===== src/rtl/jk_pkg.sv =====
// Shared JK encodings and the per-bit next-state function used by the flop bank.
package jk_pkg;

   localparam logic [1:0] JK_HOLD = 2'b00;
   localparam logic [1:0] JK_CLR  = 2'b01;
   localparam logic [1:0] JK_SET  = 2'b10;
   localparam logic [1:0] JK_TGL  = 2'b11;

   function automatic logic jk_next(input logic cur, input logic [1:0] jk);
      logic nxt;
      case (jk)
         JK_CLR:  nxt = 1'b0;
         JK_SET:  nxt = 1'b1;
         JK_TGL:  nxt = ~cur;
         default: nxt = cur;
      endcase
      return nxt;
   endfunction

endpackage


===== src/rtl/jk_cell.sv =====
// One JK channel: master flop, slave output, change pulse and saturating change counter.
module jk_cell
   import jk_pkg::*;
#(
   parameter int unsigned CNT_W     = 8,
   parameter int unsigned MS_MODE   = 1,
   parameter logic        RESET_VAL = 1'b0
) (
   input  logic             clk,
   input  logic             rst,
   input  logic             en,
   input  logic             load,
   input  logic             load_val,
   input  logic             j,
   input  logic             k,
   input  logic             cnt_clr,
   output logic             q,
   output logic             q_bar,
   output logic             changed,
   output logic [CNT_W-1:0] cnt,
   output logic             sat
);

   localparam logic [CNT_W-1:0] CNT_MAX = '1;

   logic             master_q, master_d;
   logic             changed_q, changed_d;
   logic [CNT_W-1:0] cnt_q, cnt_d;
   logic             sat_q, sat_d;
   logic             slave_q, slave_bar_q;

   always_comb begin
      master_d = master_q;
      if (load) begin
         master_d = load_val;
      end else if (en) begin
         master_d = jk_next(master_q, {j, k});
      end
      changed_d = (master_d != master_q);

      cnt_d = cnt_q;
      sat_d = sat_q;
      // Clear beats a same-edge change; counter sticks at max instead of wrapping.
      if (cnt_clr) begin
         cnt_d = '0;
         sat_d = 1'b0;
      end else if (changed_d && (cnt_q != CNT_MAX)) begin
         cnt_d = cnt_q + CNT_W'(1);
         sat_d = (cnt_q == (CNT_MAX - CNT_W'(1)));
      end
   end

   always_ff @(posedge clk or posedge rst) begin
      if (rst) begin
         master_q  <= RESET_VAL;
         changed_q <= 1'b0;
         cnt_q     <= '0;
         sat_q     <= 1'b0;
      end else begin
         master_q  <= master_d;
         changed_q <= changed_d;
         cnt_q     <= cnt_d;
         sat_q     <= sat_d;
      end
   end

   if (MS_MODE != 0) begin : g_ms
      // Slave presents the master half a cycle later on the falling edge.
      always_ff @(negedge clk or posedge rst) begin
         if (rst) begin
            slave_q     <= RESET_VAL;
            slave_bar_q <= ~RESET_VAL;
         end else begin
            slave_q     <= master_q;
            slave_bar_q <= ~master_q;
         end
      end
   end else begin : g_se
      always_ff @(posedge clk or posedge rst) begin
         if (rst) begin
            slave_q     <= RESET_VAL;
            slave_bar_q <= ~RESET_VAL;
         end else begin
            slave_q     <= master_d;
            slave_bar_q <= ~master_d;
         end
      end
   end

   assign q       = slave_q;
   assign q_bar   = slave_bar_q;
   assign changed = changed_q;
   assign cnt     = cnt_q;
   assign sat     = sat_q;

endmodule


===== src/rtl/jk_ff_bank.sv =====
// WIDTH-channel JK flag bank with per-channel activity counters and counter readback mux.
module jk_ff_bank
   import jk_pkg::*;
#(
   parameter int unsigned       WIDTH     = 4,
   parameter int unsigned       CNT_W     = 8,
   parameter int unsigned       MS_MODE   = 1,
   parameter logic [WIDTH-1:0]  RESET_VAL = '0
) (
   input  logic                       clk,
   input  logic                       rst,
   input  logic                       en,
   input  logic                       load,
   input  logic [WIDTH-1:0]           load_val,
   input  logic [WIDTH-1:0]           j,
   input  logic [WIDTH-1:0]           k,
   input  logic                       cnt_clr,
   input  logic [$clog2(WIDTH):0]     cnt_sel,
   output logic [WIDTH-1:0]           q,
   output logic [WIDTH-1:0]           q_bar,
   output logic [WIDTH-1:0]           changed,
   output logic [CNT_W-1:0]           toggle_cnt,
   output logic [WIDTH-1:0]           cnt_sat
);

   localparam int unsigned SEL_W = $clog2(WIDTH) + 1;

   logic [CNT_W-1:0] cnt_arr [WIDTH];

   for (genvar i = 0; i < WIDTH; i++) begin : g_cell
      jk_cell #(
         .CNT_W     (CNT_W),
         .MS_MODE   (MS_MODE),
         .RESET_VAL (RESET_VAL[i])
      ) u_cell (
         .clk      (clk),
         .rst      (rst),
         .en       (en),
         .load     (load),
         .load_val (load_val[i]),
         .j        (j[i]),
         .k        (k[i]),
         .cnt_clr  (cnt_clr),
         .q        (q[i]),
         .q_bar    (q_bar[i]),
         .changed  (changed[i]),
         .cnt      (cnt_arr[i]),
         .sat      (cnt_sat[i])
      );
   end

   // Out-of-range selects read as zero.
   always_comb begin
      toggle_cnt = '0;
      for (int i = 0; i < int'(WIDTH); i++) begin
         if (cnt_sel == SEL_W'(i)) begin
            toggle_cnt = cnt_arr[i];
         end
      end
   end

endmodule


===== config.mk =====
export PLATFORM = sky130hd
export DESIGN_NAME = jk_ff_bank
export DESIGN_NICKNAME = d
export VERILOG_FILES = /design/src/rtl/jk_pkg.sv /design/src/rtl/jk_cell.sv /design/src/rtl/jk_ff_bank.sv
export SDC_FILE = /design/constraint.sdc
export NUM_CORES = 1
export LEC_CHECK = 0
export CAP_MARGIN = 20
export CORE_MARGIN = 5
export CORE_UTILIZATION = 59
export CTS_CLUSTER_DIAMETER = 120
export DETAILED_ROUTE_END_ITERATION = 12
export PLACE_DENSITY = 0.86
export SETUP_SLACK_MARGIN = 0.1
export SLEW_MARGIN = 20
export SYNTH_ARGS = -nofsm -noshare
export SYNTH_HDL_FRONTEND = slang
export SYNTH_HIERARCHICAL = 1
export SYNTH_SLANG_ARGS = --single-unit

===== constraint.sdc =====
create_clock -name clk -period 3.3 [get_ports clk]
set_clock_uncertainty 0.2 [all_clocks]
set_input_delay 0.66 -clock clk [delete_from_list [all_inputs] [get_ports clk]]
set_output_delay 0.66 -clock clk [all_outputs]
set_load 0.005 [all_outputs]

==> results.py, run 1 <==
metrics = {
    "status": {
        "outcome": "complete, but fails checks",
        "violations": "negative setup slack",
    },
    "cells_and_area": {
        "final_util_pct": 71.5,
        "layoutNonFillerInstCount": 433,
        "final.fill_count": 364,
        "antenna_cells": 0,
        "share_of_layout_cells_above_drive_strength_1_pct": 13.5,
        "finish.net_count": 390,
        "area.growth.synth_to_final_pct": 18.7,
        "layout_commonest_cell": "dfrtp_1",
        "final_cell_mix": "dfrtp_1, a21oi_1, clkdlybuf4s50_1, o21ai_0, inv_1",
    },
    "sta": {
        "final.setup.tns_ns": -0.701,
        "timing_worst_slew_pin_value_ns": 0.605,
        "max_slew_margin_pct": 59.5,
        "final_max_slew_viol_count": 0,
        "final_hold_violations": 0,
        "worst_slack_ns": -0.178,
        "rsz0062_at_grt": "yes",
        "setup_viol": 7,
    },
    "critical_path": {
        "slowest_delay_ns": 0.52,
        "cp_top_family": "flip-flops",
        "timing.critical_path.from_type": "flip-flop",
        "crit_arrival_ns": 2.62,
        "crit_type": "reg -> out",
        "critical_path.max_fanout": 1,
        "path_cells": "buf_6",
        "crit_slowest_cell": "dfstp_2",
        "critical_path.endpoint_type": "output port",
        "required_time_of_the_critical_path_ns": 2.44,
        "timing.critical_path.buf_inv": 1,
    },
    "yosys": {
        "post_synth_adder_cell_area_pct": 3.29,
        "postSynthCellCount": 318,
        "post-synth-top-area-cell": "dfrtp_1",
        "postSynthRegisterBits": 52,
        "synth-xor-area-share_pct": 0,
        "yosysWarningCount": 6,
        "synth_compound_area_share_pct": 16.3,
        "yosys_most_used_dff": "dfrtp_1",
        "synth_enable_flop_cells": 0,
        "post_synthesis_cell_area_um2": 3040,
        "syn_nets": 346,
        "post-synth-top-area-fraction_pct": 36.2,
        "netlist_top_cells_area": "dfrtp_1, a21oi_1, mux2i_1, o21ai_0, dfstp_2",
        "synthSimpleGateAreaFrac_pct": 22.8,
        "main_combinational_cell_family_by_area_after_synthesis": "simple AND/OR/NAND/NOR gates",
        "async_flop_share_pct": 100,
        "netlist-cell-type-count": 34,
        "muxShareOfSynthArea_pct": 8.23,
        "sequential_element_share_of_the_synthesized_area_pct": 43.0,
        "synthesis.area_per_instance_um2": 9.56,
    },
    "routing": {
        "drt_first_iter_violations": 162,
        "routed_wire_per_std_cell_um": 15.6,
        "final_antenna_net_count": 0,
        "firstDrtPassIters": 4,
        "via_per_inst": 5.95,
        "post-route-drc-count": 0,
        "vias": 2576,
        "drt_wl_total_mm": 6.75,
    },
    "worst_hold_path": {
        "holdCritPathClass": "reg -> reg",
    },
    "clocking": {
        "clockBufferDepth": 2,
        "clkSlewWorstSetupHoldPaths_ns": 0.09,
        "htree_levels": 2,
        "clock_sinks": 52,
        "holdBufCountCts": 0,
        "ctsRootBufferMaster": "clkbuf_8",
        "clk-insertion-delay-late_ns": 0.31,
        "cts_made_buffers": 5,
        "tritoncts": "done",
        "cts_setup_buffers": 0,
    },
    "power": {
        "p_leak_nw": 1.48,
        "cell_internal_pwr_mw": 1.09,
        "power_frac_clock_pct": 36.7,
        "switching_share_pct": 25.8,
        "sequentialPowerShare_pct": 48.6,
        "irDropWorstVdd_mv": 0.283,
        "power_switching_uw": 377,
        "combPwrFrac_pct": 14.8,
        "cellPowerDensity_nw_per_um2": 405,
    },
    "place": {
        "detailedPlacementHpwl_mm": 4.77,
        "finalWeightedCongestion": 0.817,
        "place_worst_setup_slack_ns": -0.200,
        "placedCellCount": 425,
        "port_buffers": 43,
    },
    "floorplan": {
        "placementRows": 26,
        "placeableCoreArea_um2": 5040,
        "initial_utilization_pct": 60.3,
        "die_area_um2": 6690,
        "ios": 44,
        "die_y_um": 81.8,
        "chipWidth_um": 81.8,
    },
    "grt": {
        "grt-ovfl-total": 0,
        "grt_max_degree": 45,
        "groute.usage.overall_pct": 21.3,
        "grt_first_pass_wirelength_mm": 11.1,
        "antenna_found_initial": 0,
        "vias_in_the_first_global_route": 2416,
        "grt_busiest_layer": "met2",
        "globalRouteMet1Util_pct": 26.8,
        "global_route.usage.met2_pct": 36.3,
        "gr-usage-met3_pct": 4.28,
    },
    "run": {
        "timing.max_cap.violations": 0,
    },
}
-- layout make-up --
type	count	area, um^2	share of cell area (%)
sequential	52	1310	36.2
inverter	16	60.1	1.66
clock inverter	7	78.8	2.19
multi-input combinational	234	1540	42.7
timing repair buffer	49	467	12.9
tap	70	87.6	2.43
clock buffer	5	68.8	1.91
-- stage by stage --
stage | hold slack [ns] | area [um^2] | power [mW]
after floorplan | 0.334 | 3040 | 0.867
after global placement | 0.325 | 3500 | 0.949
after detailed placement | 0.336 | 3500 | 0.958
after CTS | 0.350 | 3590 | 1.47
after global routing | 0.363 | 3610 | 1.54
final | 0.347 | 3610 | 1.46
-- cells by family after synthesis --
kind of cell               after synthesis
and+or+nand+nor                        118
AOI/OAI and AO/OA                       84
DFF                                     52
buffers and inverters                   32
muxes                                   24
adders and majority gates                8
-- final timing paths --
path | slack (ns) | cells past startpoint | start | to
min in group asynchronous | 0.42 | 2 | rst | g_cell[2].u_cell/master_q
setup reg to reg | 0.86 | 0 | g_cell[3].u_cell/master_q | g_cell[3].u_cell/q
setup / recovery | -0.18 | 1 | g_cell[3].u_cell/q_bar | q_bar[3]
hold reg to reg | 0.35 | 2 | g_cell[0].u_cell/sat | g_cell[0].u_cell/sat
max in group asynchronous | 0.64 | 2 | rst | g_cell[3].u_cell/q_bar
hold / removal | 0.35 | 2 | g_cell[0].u_cell/sat | g_cell[0].u_cell/sat
-- cell usage after synthesis (4+ instances only) --
library cell	instances
dlygate4sd1_1	4
o22ai_1	8
mux2_2	8
dfrtn_1	4
nand2_1	12
and3_1	4
o31ai_1	8
inv_1	20
dfstp_2	4
nand3b_1	8
a21oi_1	36
nand4_1	8
dfrtp_1	44
nand3_1	16
ha_1	8
and4_1	4
o31a_2	4
or3_2	8
nor2_1	16
a32o_2	4
nor2b_1	8
nor3_1	4
o21ai_0	24
nor4_1	4
mux2i_1	16
or3_1	8
nand2b_1	5
or4_1	8
nand4b_1	4
buf_6	5
-- layer usage --
| metal | part of all wire [%] | routed length, um |
|---|---|---|
| met1 | 45 | 3030 |
| met3 | 3.1 | 212 |
| met4 | 2.0 | 134 |
| met5 | 0 | 0 |
| met2 | 50 | 3370 |
-- timing repair --
item                       4_1_cts  5_1_grt
gates cloned                     0        0
resized for setup               33        2
setup endpoints to repair        8        8
-- sequential cells by signal (all words and copies together), names as in the netlist --
signal and flops:
g_cell.u_cell/changed 4, g_cell.u_cell/cnt 32, g_cell.u_cell/master_q 4, g_cell.u_cell/q 4, g_cell.u_cell/q_bar 4, g_cell.u_cell/sat 4
-- power by group through the flow --
stage / sequential [mW] / clock (mW) / combinational, mW
after floorplan: 0.715 / 0.0152 / 0.136
after global placement: 0.721 / 0.0152 / 0.213
after detailed placement: 0.721 / 0.0152 / 0.221
after CTS: 0.709 / 0.546 / 0.213
after global routing: 0.716 / 0.581 / 0.240
final: 0.711 / 0.536 / 0.216
No activity file was read; power rests on OpenSTA's default activity.
==> run 2: changes to the inputs <==
--- a/config.mk
+++ b/config.mk
@@ -12,7 +12,6 @@
 export DETAILED_ROUTE_END_ITERATION = 12
 export PLACE_DENSITY = 0.86
 export SETUP_SLACK_MARGIN = 0.1
-export SLEW_MARGIN = 20
 export SYNTH_ARGS = -nofsm -noshare
 export SYNTH_HDL_FRONTEND = slang
 export SYNTH_HIERARCHICAL = 1
==> results of run 2 <==
The final DEF is identical to that of run 1; final timing and power are the same.
